## config.mk

```make
export PLATFORM = sky130hd
export DESIGN_NAME = uart_event_arbiter
export DESIGN_NICKNAME = d
export VERILOG_FILES = /design/src/rtl/sequencer_pkg.sv /design/src/rtl/sync_fifo.sv /design/src/rtl/uart_event_arbiter.sv
export SDC_FILE = /design/constraint.sdc
export NUM_CORES = 1
export LEC_CHECK = 0
export ABC_CLOCK_PERIOD_IN_PS = 2500
export BUFFER_PORTS_ARGS = -buffer_cell sky130_fd_sc_hd__buf_4
export CAP_MARGIN = 10
export CELL_PAD_IN_SITES_DETAIL_PLACEMENT = 1
export CELL_PAD_IN_SITES_GLOBAL_PLACEMENT = 2
export CORE_MARGIN = 3
export CORE_UTILIZATION = 35
export CTS_CLUSTER_DIAMETER = 40
export DETAILED_ROUTE_END_ITERATION = 16
export PLACE_DENSITY_LB_ADDON = 0.1
export SLEW_MARGIN = 0
export SYNTH_ARGS = -nofsm -noshare
export SYNTH_HDL_FRONTEND = slang
export SYNTH_SLANG_ARGS = --single-unit
```

## constraint.sdc

```tcl
create_clock -name clk -period 2.5 [get_ports clk]
set_clock_uncertainty 0.05 [all_clocks]
set_input_delay 0.25 -clock clk [delete_from_list [all_inputs] [get_ports clk]]
set_output_delay 0.25 -clock clk [all_outputs]
set_load 0.01 [all_outputs]
```

## src/rtl/sequencer_pkg.sv

```systemverilog
// Shared sequencer constants and the output FSM state type for the UART event arbiter.
package sequencer_pkg;
  localparam int NUM_BEATS = 16;
  // Width of the beat step field carried in a beat report byte.
  localparam int BEATS_BUFFER = 4;
  localparam logic [3:0] BEAT_MARKER = 4'hF;

  typedef enum logic [1:0] {
    IDLE,
    PRESENT,
    HOLDOFF
  } tx_state_t;
endpackage

```

## src/rtl/sync_fifo.sv

```systemverilog
// Single-clock FIFO with combinational head output and occupancy count.
module sync_fifo #(
  parameter int WIDTH = 8,
  parameter int DEPTH = 4
) (
  input  logic                     clk,
  input  logic                     rst,
  input  logic                     wr_en,
  input  logic [WIDTH-1:0]         wr_data,
  input  logic                     rd_en,
  output logic [WIDTH-1:0]         rd_data,
  output logic                     full,
  output logic                     empty,
  output logic [$clog2(DEPTH):0]   count
);
  localparam int AW = $clog2(DEPTH);

  logic [WIDTH-1:0] mem [DEPTH];
  logic [AW-1:0]    wr_ptr;
  logic [AW-1:0]    rd_ptr;
  logic             do_wr;
  logic             do_rd;

  assign full    = (count == (AW+1)'(DEPTH));
  assign empty   = (count == '0);
  assign do_wr   = wr_en & ~full;
  assign do_rd   = rd_en & ~empty;
  assign rd_data = mem[rd_ptr];

  always_ff @(posedge clk) begin
    if (do_wr) mem[wr_ptr] <= wr_data;
  end

  // Pointers wrap naturally because DEPTH is a power of two.
  always_ff @(posedge clk) begin
    if (rst) begin
      wr_ptr <= '0;
      rd_ptr <= '0;
      count  <= '0;
    end else begin
      if (do_wr) wr_ptr <= wr_ptr + 1'b1;
      if (do_rd) rd_ptr <= rd_ptr + 1'b1;
      case ({do_wr, do_rd})
        2'b10:   count <= count + 1'b1;
        2'b01:   count <= count - 1'b1;
        default: count <= count;
      endcase
    end
  end
endmodule

```

## src/rtl/uart_event_arbiter.sv

```systemverilog
// Merges matrix edit events (and, with UART_BEAT_REPORT_EN defined, beat reports)
// into a FIFO and offers them byte-by-byte to a UART transmitter.
module uart_event_arbiter #(
  parameter int FIFO_DEPTH = 4,
  parameter int NUM_BEATS  = sequencer_pkg::NUM_BEATS
) (
  input  logic                          clk,
  input  logic                          rst,
  input  logic                          edit_valid,
  input  logic [7:0]                    edit_data,
  input  logic                          beat_tick,
  input  logic [$clog2(NUM_BEATS)-1:0]  beat_count,
  output logic [7:0]                    tx_data,
  output logic                          tx_valid,
  input  logic                          tx_ready,
  output logic [$clog2(FIFO_DEPTH):0]   fifo_count,
  output logic [7:0]                    drop_count
);
  import sequencer_pkg::*;

  tx_state_t  state;
  tx_state_t  state_next;
  logic       edit_prev;
  logic       edit_edge;
  logic       edit_pend;
  logic [7:0] edit_byte;
  logic       edit_wr;
  logic       fifo_wr;
  logic       fifo_rd;
  logic [7:0] fifo_wdata;
  logic [7:0] fifo_rdata;
  logic       fifo_full;
  logic       fifo_empty;

  assign edit_edge = edit_valid & ~edit_prev;
  assign edit_wr   = fifo_wr & edit_pend;

`ifdef UART_BEAT_REPORT_EN
  logic                    beat_pend;
  logic [BEATS_BUFFER-1:0] beat_nib;

  assign fifo_wr    = ~fifo_full & (edit_pend | beat_pend);
  assign fifo_wdata = edit_pend ? edit_byte : {BEAT_MARKER, beat_nib};

  // A newer tick simply coalesces into the pending beat slot.
  always_ff @(posedge clk) begin
    if (rst) begin
      beat_pend <= 1'b0;
      beat_nib  <= '0;
    end else if (beat_tick) begin
      beat_pend <= 1'b1;
      beat_nib  <= BEATS_BUFFER'(beat_count);
    end else if (fifo_wr & ~edit_pend) begin
      beat_pend <= 1'b0;
    end
  end
`else
  logic unused_beat;
  assign unused_beat = ^{beat_tick, beat_count};
  assign fifo_wr     = ~fifo_full & edit_pend;
  assign fifo_wdata  = edit_byte;
`endif

  // Edge register resets high so a button held across reset release is ignored.
  always_ff @(posedge clk) begin
    if (rst) begin
      edit_prev  <= 1'b1;
      edit_pend  <= 1'b0;
      edit_byte  <= '0;
      drop_count <= '0;
    end else begin
      edit_prev <= edit_valid;
      if (edit_edge) begin
        edit_pend <= 1'b1;
        edit_byte <= edit_data;
        if (edit_pend && !edit_wr && drop_count != 8'hFF)
          drop_count <= drop_count + 8'd1;
      end else if (edit_wr) begin
        edit_pend <= 1'b0;
      end
    end
  end

  sync_fifo #(
    .WIDTH(8),
    .DEPTH(FIFO_DEPTH)
  ) u_fifo (
    .clk     (clk),
    .rst     (rst),
    .wr_en   (fifo_wr),
    .wr_data (fifo_wdata),
    .rd_en   (fifo_rd),
    .rd_data (fifo_rdata),
    .full    (fifo_full),
    .empty   (fifo_empty),
    .count   (fifo_count)
  );

  always_ff @(posedge clk) begin
    if (rst) state <= IDLE;
    else     state <= state_next;
  end

  always_comb begin
    state_next = state;
    case (state)
      IDLE:    if (!fifo_empty) state_next = PRESENT;
      PRESENT: if (tx_ready) state_next = HOLDOFF;
      HOLDOFF: state_next = fifo_empty ? IDLE : PRESENT;
      default: state_next = IDLE;
    endcase
  end

  always_comb begin
    tx_valid = (state == PRESENT);
    tx_data  = (state == PRESENT) ? fifo_rdata : '0;
  end

  assign fifo_rd = tx_valid & tx_ready;
endmodule

```

==> flow_summary.json, run 1 <==
{
  "run_status": "finished clean",
  "postRouteAntennaNets": 0,
  "place_inst": 318,
  "port_buffer_cells": 31,
  "crit_chain": "or3_1 -> and2_4 -> ha_1 -> fa_1 -> xnor2_1 -> or3_1 -> a21oi_1",
  "synthesis_to_finish_area_growth_pct": 21.8,
  "drcViolationCount": 0,
  "ys_ff_latch": 61,
  "grt_first_pass_wirelength_um": 8540,
  "regToRegStartpoint": "u_fifo.count[0]$_SDFFE_PP0P_",
  "worst_path_largest_cell_delay_ps": 430,
  "period_minus_slack_ps": 2310,
  "worstMarginPinSlew_ps": 640,
  "setup_ws_ps": 186,
  "powerDensity_mw_per_mm2": 659,
  "cts-buffers-inserted": 9,
  "worstPathBufferInverterCount": 0,
  "fin_hold_ws_ps": 82.6,
  "globalplace.congestion": 0.836,
  "max-clock-path-buffers": 2,
  "ys_async_sr_fraction_pct": 0,
  "drt_pass_1_iters": 4,
  "gr-usage-met2_pct": 22.2,
  "place_hpwl_um": 3710,
  "rows": 30,
  "post-route-cell-area_sq_mm": 0.00306,
  "synth_edf_count": 32,
  "clock_sink_count": 61,
  "clock_latency_on_the_worst_skew_pair_ps": 330,
  "postSynthAreaPerCell_sq_um": 12.9,
  "cpMostUsedCell": "or3_1",
  "global_route.overflow_total": 0,
  "placement.cell_area_sq_mm": 0.00286,
  "coreArea_sq_mm": 0.00687,
  "synth-seq-area-share_pct": 61.3,
  "grt_max_degree": 31,
  "cp.arrival_ps": 2520,
  "worst-endpoint-required_ps": 2710,
  "postCtsSetupBuffers": 0,
  "max-slew-margin-rel_pct": 57.2,
  "cts.clk_slew.worst_paths_ps": 70,
  "synthCells": 195,
  "p_leak_nw": 1.14,
  "grt_antenna_before_repair": 0,
  "synth.top_cell.area_share_pct": 38.2,
  "grt_setup_unrepaired": "no",
  "r2r_setup_slack_ps": 190,
  "ioPinCount": 37,
  "count_of_max_cap_constraint_violations": 0,
  "synth_cell_types": 39,
  "route.detailed.vias_per_inst": 4.93,
  "cts.hold.buffers_added": 0,
  "setup-tns-final_ps": 0,
  "r2r.worst_path.cells": 7,
  "synth.yosys.warnings": 0,
  "globalRouteTotalUtil_pct": 13.3,
  "synth.cell_area_sq_mm": 0.00252,
  "min_path_cells": 2,
  "hp-start": "edit_valid",
  "vias": 1648,
  "vertical_extent_of_the_die_um": 90.8,
  "critical_path.reg2reg.endpoint": "u_fifo.count[2]$_SDFFE_PP0P_",
  "min_path_type": "in2reg",
  "final_nets": 257,
  "post-route-period-util_pct": 92.6,
  "layout-drive-gt1-share_pct": 26.9,
  "globalRoute.busiestLayer": "met2",
  "post_layout_nonfiller_instances": 334,
  "synth_flop_cell": "edfxtp_1",
  "worstSetupEndpointType": "register",
  "power_mw": 2.02,
  "floorplan.die_area_sq_mm": 0.00824,
  "groute.layer.met3.usage_pct": 3.17,
  "cts-root-buf": "clkbuf_8",
  "yosys.area.top_type": "edfxtp_1",
  "grtUsageMet1_pct": 16.1,
  "drt_wl_total_um": 5180,
  "crit_family": "simple AND/OR/NAND/NOR gates",
  "ys_top_cells_by_area": "edfxtp_1, dfxtp_1, mux4_2",
  "crit_type": "reg2reg",
  "fmax_ghz": 0.432,
  "timing.final.hold_violations": 0,
  "cts_tree": "done",
  "antenna-diode-count": 0,
  "initialDrtViolationCount": 86,
  "initial_cell_density_of_the_core_pct": 36.6,
  "cts_htree_levels": 3,
  "ir_worst_vdd_uv": 241,
  "cp_max_fo": 7,
  "timing.critical_path.from_type": "register",
  "vias_in_the_first_global_route": 1737,
  "timing.final.max_slew_violations": 0,
  "synth.net_count": 219,
  "fin_util_pct": 44.6,
  "setup-violations-final": 0,
  "crit_slowest_cell": "or3_1",
  "post_cts.resized_instances": 0,
  "wl_per_cell_um": 15.5,
  "die_w_um": 90.8,
  "worst_hold_path.endpoint": "edit_prev$_SDFF_PP1_",
  "dp_worst_setup_slack_ps": 182
}
-- worst max path at each step --
stage / start / slack [ps] / cells after the start / to
after global placement: u_fifo.count[0]$_SDFFE_PP0P_ / 280 / 7 / u_fifo.count[2]$_SDFFE_PP0P_
final: u_fifo.count[0]$_SDFFE_PP0P_ / 190 / 7 / u_fifo.count[2]$_SDFFE_PP0P_
after global routing: u_fifo.count[0]$_SDFFE_PP0P_ / 70 / 7 / u_fifo.count[2]$_SDFFE_PP0P_
after detailed placement: u_fifo.count[0]$_SDFFE_PP0P_ / 180 / 7 / u_fifo.count[2]$_SDFFE_PP0P_
after floorplan: u_fifo.count[0]$_SDFFE_PP0P_ / 240 / 8 / u_fifo.count[2]$_SDFFE_PP0P_
after CTS: u_fifo.count[0]$_SDFFE_PP0P_ / 170 / 7 / u_fifo.count[2]$_SDFFE_PP0P_
-- worst register-to-register path: cells and delay by family (launching register included) --
family / cells / cell delay [ps]
compound gates: 1 / 150
flops: 1 / 400
fa+ha+maj: 2 / 600
simple gates: 3 / 910
xor+xnor: 1 / 150
-- cell usage in the layout, fill, tap and decap left out, types with 8 or more instances in the layout --
master	n
a21oi_1	12
nand2_1	20
mux4_2	8
buf_4	34
dfxtp_1	29
clkbuf_8	11
nor2_1	13
edfxtp_1	32
and2_1	13
-- cell usage after synthesis (2+ instances only) --
cell type and number:
edfxtp_1 32, dfxtp_1 29, nand2_1 20, and2_1 13, nor2_1 13, a21oi_1 12, mux4_2 8, ha_1 6
inv_1 6, clkbuf_1 4, mux2i_1 4, nand3_1 4, a31oi_1 3, buf_2 3, nand2b_1 3, nor2b_1 3
nor3_1 3, xnor2_1 3, a211oi_1 2, nand4_1 2, nor4_1 2, or3_1 2, xor2_1 2
-- cell type report --
| cell class | count | area [sq um] |
|---|---|---|
| Timing Repair Buffer | 34 | 255 |
| Tap cell | 96 | 120 |
| Multi-Input combinational cell | 121 | 922 |
| Inverter | 6 | 22.5 |
| Fill cell | 750 | 3800 |
| Sequential cell | 61 | 1540 |
| Clock buffer | 12 | 155 |
| Clock inverter | 4 | 47.5 |
-- registers in the layout, summed over array words and instances (netlist names), 2 cells and up, named ones only --
name           count
u_fifo.mem        32
u_fifo.wr_ptr      2
drop_count         8
edit_byte          8
u_fifo.rd_ptr      2
u_fifo.count       3
state              2
-- where the power goes --
part           internal, mW  switching, mW
registers              1.06         0.0110
clock network         0.512          0.371
logic                0.0324         0.0330
-- layer usage --
layer	vias to the layer above	wire length [um]	part of all wire, %
li1	783	-	-
met1	821	2370	46
met4	0	50	0.97
met3	6	194	3.7
met2	38	2560	49
met5	-	0	0
-- cell families (layout without fill, tap and decap cells) --
kind of cell,after synthesis,after routing,share of synthesized area [%]
AND/OR/NAND/NOR,74,74,16.6
XOR/XNOR,5,5,1.74
flip-flops,61,61,61.3
multiplexers,13,13,9.35
AO/OA/AOI/OAI,22,22,5.17
adder cells (fa/ha/maj),7,7,3.78
buffers and inverters,13,56,2.09
Power figures use the tool's default switching activity.
==> run 2: changes to the inputs <==
--- a/config.mk
+++ b/config.mk
@@ -5,13 +5,13 @@
 export SDC_FILE = /design/constraint.sdc
 export NUM_CORES = 1
 export LEC_CHECK = 0
-export ABC_CLOCK_PERIOD_IN_PS = 2500
+export ABC_CLOCK_PERIOD_IN_PS = 2050
 export BUFFER_PORTS_ARGS = -buffer_cell sky130_fd_sc_hd__buf_4
 export CAP_MARGIN = 10
 export CELL_PAD_IN_SITES_DETAIL_PLACEMENT = 1
 export CELL_PAD_IN_SITES_GLOBAL_PLACEMENT = 2
 export CORE_MARGIN = 3
-export CORE_UTILIZATION = 35
+export CORE_UTILIZATION = 34
 export CTS_CLUSTER_DIAMETER = 40
 export DETAILED_ROUTE_END_ITERATION = 16
 export PLACE_DENSITY_LB_ADDON = 0.1
==> constraint.sdc (replaced) <==
create_clock -name clk -period 2.05 [get_ports clk]
set_clock_uncertainty 0.05 [all_clocks]
set_input_delay 0.205 -clock clk [delete_from_list [all_inputs] [get_ports clk]]
set_output_delay 0.205 -clock clk [all_outputs]
set_load 0.01 [all_outputs]
==> flow_summary.json, run 2 (synthesis gave the netlist of run 1 again) <==
{
  "period_minus_slack_ps": 2050,
  "grt_setup_unrepaired": "yes",
  "coreArea_sq_mm": 0.00698,
  "run_status": "complete, but fails checks",
  "cp.arrival_ps": 2260,
  "initial_cell_density_of_the_core_pct": 36.0,
  "setup-violations-final": 1,
  "failed_checks": "negative setup slack",
  "count_of_max_cap_constraint_violations": 0,
  "timing.final.hold_violations": 0,
  "power.net_switching_mw": 0.523,
  "wl_per_cell_um": 15.1,
  "largest-register": "u_fifo.mem",
  "worstSetupEndpointType": "register",
  "layout_commonest_cell": "buf_4",
  "postRouteAntennaNets": 0,
  "floorplan.die_area_sq_mm": 0.00847,
  "fin_util_pct": 45.4,
  "min_path_type": "in2reg",
  "grt_antenna_before_repair": 0,
  "power.share.switching_pct": 20.3,
  "timing.final.max_slew_violations": 0,
  "layout-drive-gt1-share_pct": 32.7,
  "worst_path_largest_cell_delay_ps": 380,
  "cts_tree": "done",
  "timing.critical_path.from_type": "register",
  "worstMarginPinSlew_ps": 473,
  "final.fill_count": 771,
  "cts-buffers-inserted": 9,
  "synthesis_to_finish_area_growth_pct": 26.1,
  "clock_power_share_pct": 46.0,
  "crit_type": "reg2reg",
  "globalRouteTotalUtil_pct": 13.7,
  "post-route-cell-area_sq_mm": 0.00317,
  "drt_pass_1_iters": 6,
  "crit_chain": "or3_4 -> and2_4 -> ha_4 -> fa_2 -> xnor2_1 -> or3_1 -> a21oi_2",
  "layout.cells.most_common_list": "buf_4, edfxtp_1, dfxtp_1, nand2_1",
  "setup_ws_ps": -0.868,
  "route.detailed.vias_per_inst": 4.78,
  "power.share.sequential_pct": 50.6,
  "initialDrtViolationCount": 74,
  "ir_worst_vdd_uv": 258,
  "p_leak_nw": 1.18,
  "cts_htree_levels": 3,
  "powerDensity_mw_per_mm2": 812,
  "grt_max_degree": 31,
  "place_hpwl_um": 3630,
  "cts-root-buf": "clkbuf_8",
  "placement.cell_area_sq_mm": 0.00294,
  "grt_first_pass_wirelength_um": 8840,
  "cts.clk_slew.worst_paths_ps": 70,
  "rows": 30,
  "cts.hold.buffers_added": 0,
  "global_route.overflow_total": 0,
  "crit_slowest_cell": "or3_4",
  "globalplace.congestion": 0.817,
  "antenna-diode-count": 0,
  "max-slew-margin-rel_pct": 68.5,
  "final_nets": 264,
  "fmax_ghz": 0.488,
  "biggestRegsByFlops": "u_fifo.mem: 32 flops, drop_count: 8 flops, edit_byte: 8 flops",
  "worst-endpoint-required_ps": 2260,
  "cp_max_fo": 2,
  "max-clock-path-buffers": 2,
  "clock_latency_on_the_worst_skew_pair_ps": 330,
  "drt_wl_total_um": 5150,
  "r2r_setup_slack_ps": -0.9,
  "cell_internal_pwr_mw": 2.05,
  "vias": 1631,
  "port_buffer_cells": 31,
  "combinationalPowerShare_pct": 3.4,
  "die_w_um": 92.0,
  "drcViolationCount": 0,
  "post-route-period-util_pct": 100,
  "ioPinCount": 37,
  "vias_in_the_first_global_route": 1828,
  "vertical_extent_of_the_die_um": 92.0,
  "max_reg_flops": 32,
  "clock_sink_count": 61
}
## run 2: per-layer routing
metal / up-vias / GRT usage, % / share of wire, %
li1: 791 / - / -
met1: 808 / 15.7 / 44
met2: 28 / 22.6 / 52
met3: 4 / 4.18 / 3.1
met4: 0 / 7.80 / 1.1
met5: - / 0 / 0
## run 2: final timing paths
path	from	endpoint	cells past startpoint
setup reg to reg	u_fifo.count[1]$_SDFFE_PP0P_	u_fifo.count[2]$_SDFFE_PP0P_	7
setup / recovery	u_fifo.count[1]$_SDFFE_PP0P_	u_fifo.count[2]$_SDFFE_PP0P_	7
hold reg to reg	edit_byte[3]$_SDFFE_PP0P_	edit_byte[3]$_SDFFE_PP0P_	2
hold / removal	edit_valid	edit_prev$_SDFF_PP1_	2
## run 2: power by group through the flow
stage                     Clock, mW  Sequential (mW)  Combinational (mW)
after floorplan                   0             1.33              0.0454
after global placement            0             1.33              0.0872
after detailed placement          0             1.33              0.0897
after CTS                      1.23             1.30              0.0902
after global routing           1.28             1.30              0.0986
final                          1.18             1.30              0.0877
## run 2: layout make-up
cell class / instances / area [sq um] / share of cell area (%)
Sequential cell: 61 / 1550 / 48.8
Multi-Input combinational cell: 121 / 950 / 29.9
Timing Repair Buffer: 41 / 308 / 9.70
Clock buffer: 10 / 138 / 4.34
Tap cell: 96 / 120 / 3.79
Clock inverter: 6 / 86.3 / 2.72
Inverter: 6 / 22.5 / 0.710
## run 2: worst max-delay path: cells and delay by family, from the launching register on
family | cells | cell delay (ps)
xor+xnor | 1 | 140
fa+ha+maj | 2 | 510
compound gates | 1 | 120
flops | 1 | 320
simple gates | 3 | 850
## run 2: metrics by stage
| stage | setup slack (ps) | total power, mW | std cells | TNS (ps) | hold WS, ps |
|---|---|---|---|---|---|
| after global placement | 40.0 | 1.41 | 324 | 0 | 369 |
| after CTS | -14.1 | 2.62 | 341 | -14.1 | 6.99 |
| after detailed placement | -21.4 | 1.42 | 324 | -21.4 | 372 |
| final | -0.868 | 2.57 | 341 | -0.868 | 31.7 |
| after global routing | -52.9 | 2.69 | 341 | -52.9 | 14.6 |
| after floorplan | 1.58 | 1.37 | 195 | 0 | 262 |
## run 2: timing repair
| action | 4_1_cts | 5_1_grt |
|---|---|---|
| buffers inserted | 1 | 0 |
| pin swaps | 1 | 0 |
| gates cloned | 0 | 0 |
| setup endpoints to repair | 1 | 1 |
| gates resized for setup | 0 | 1 |
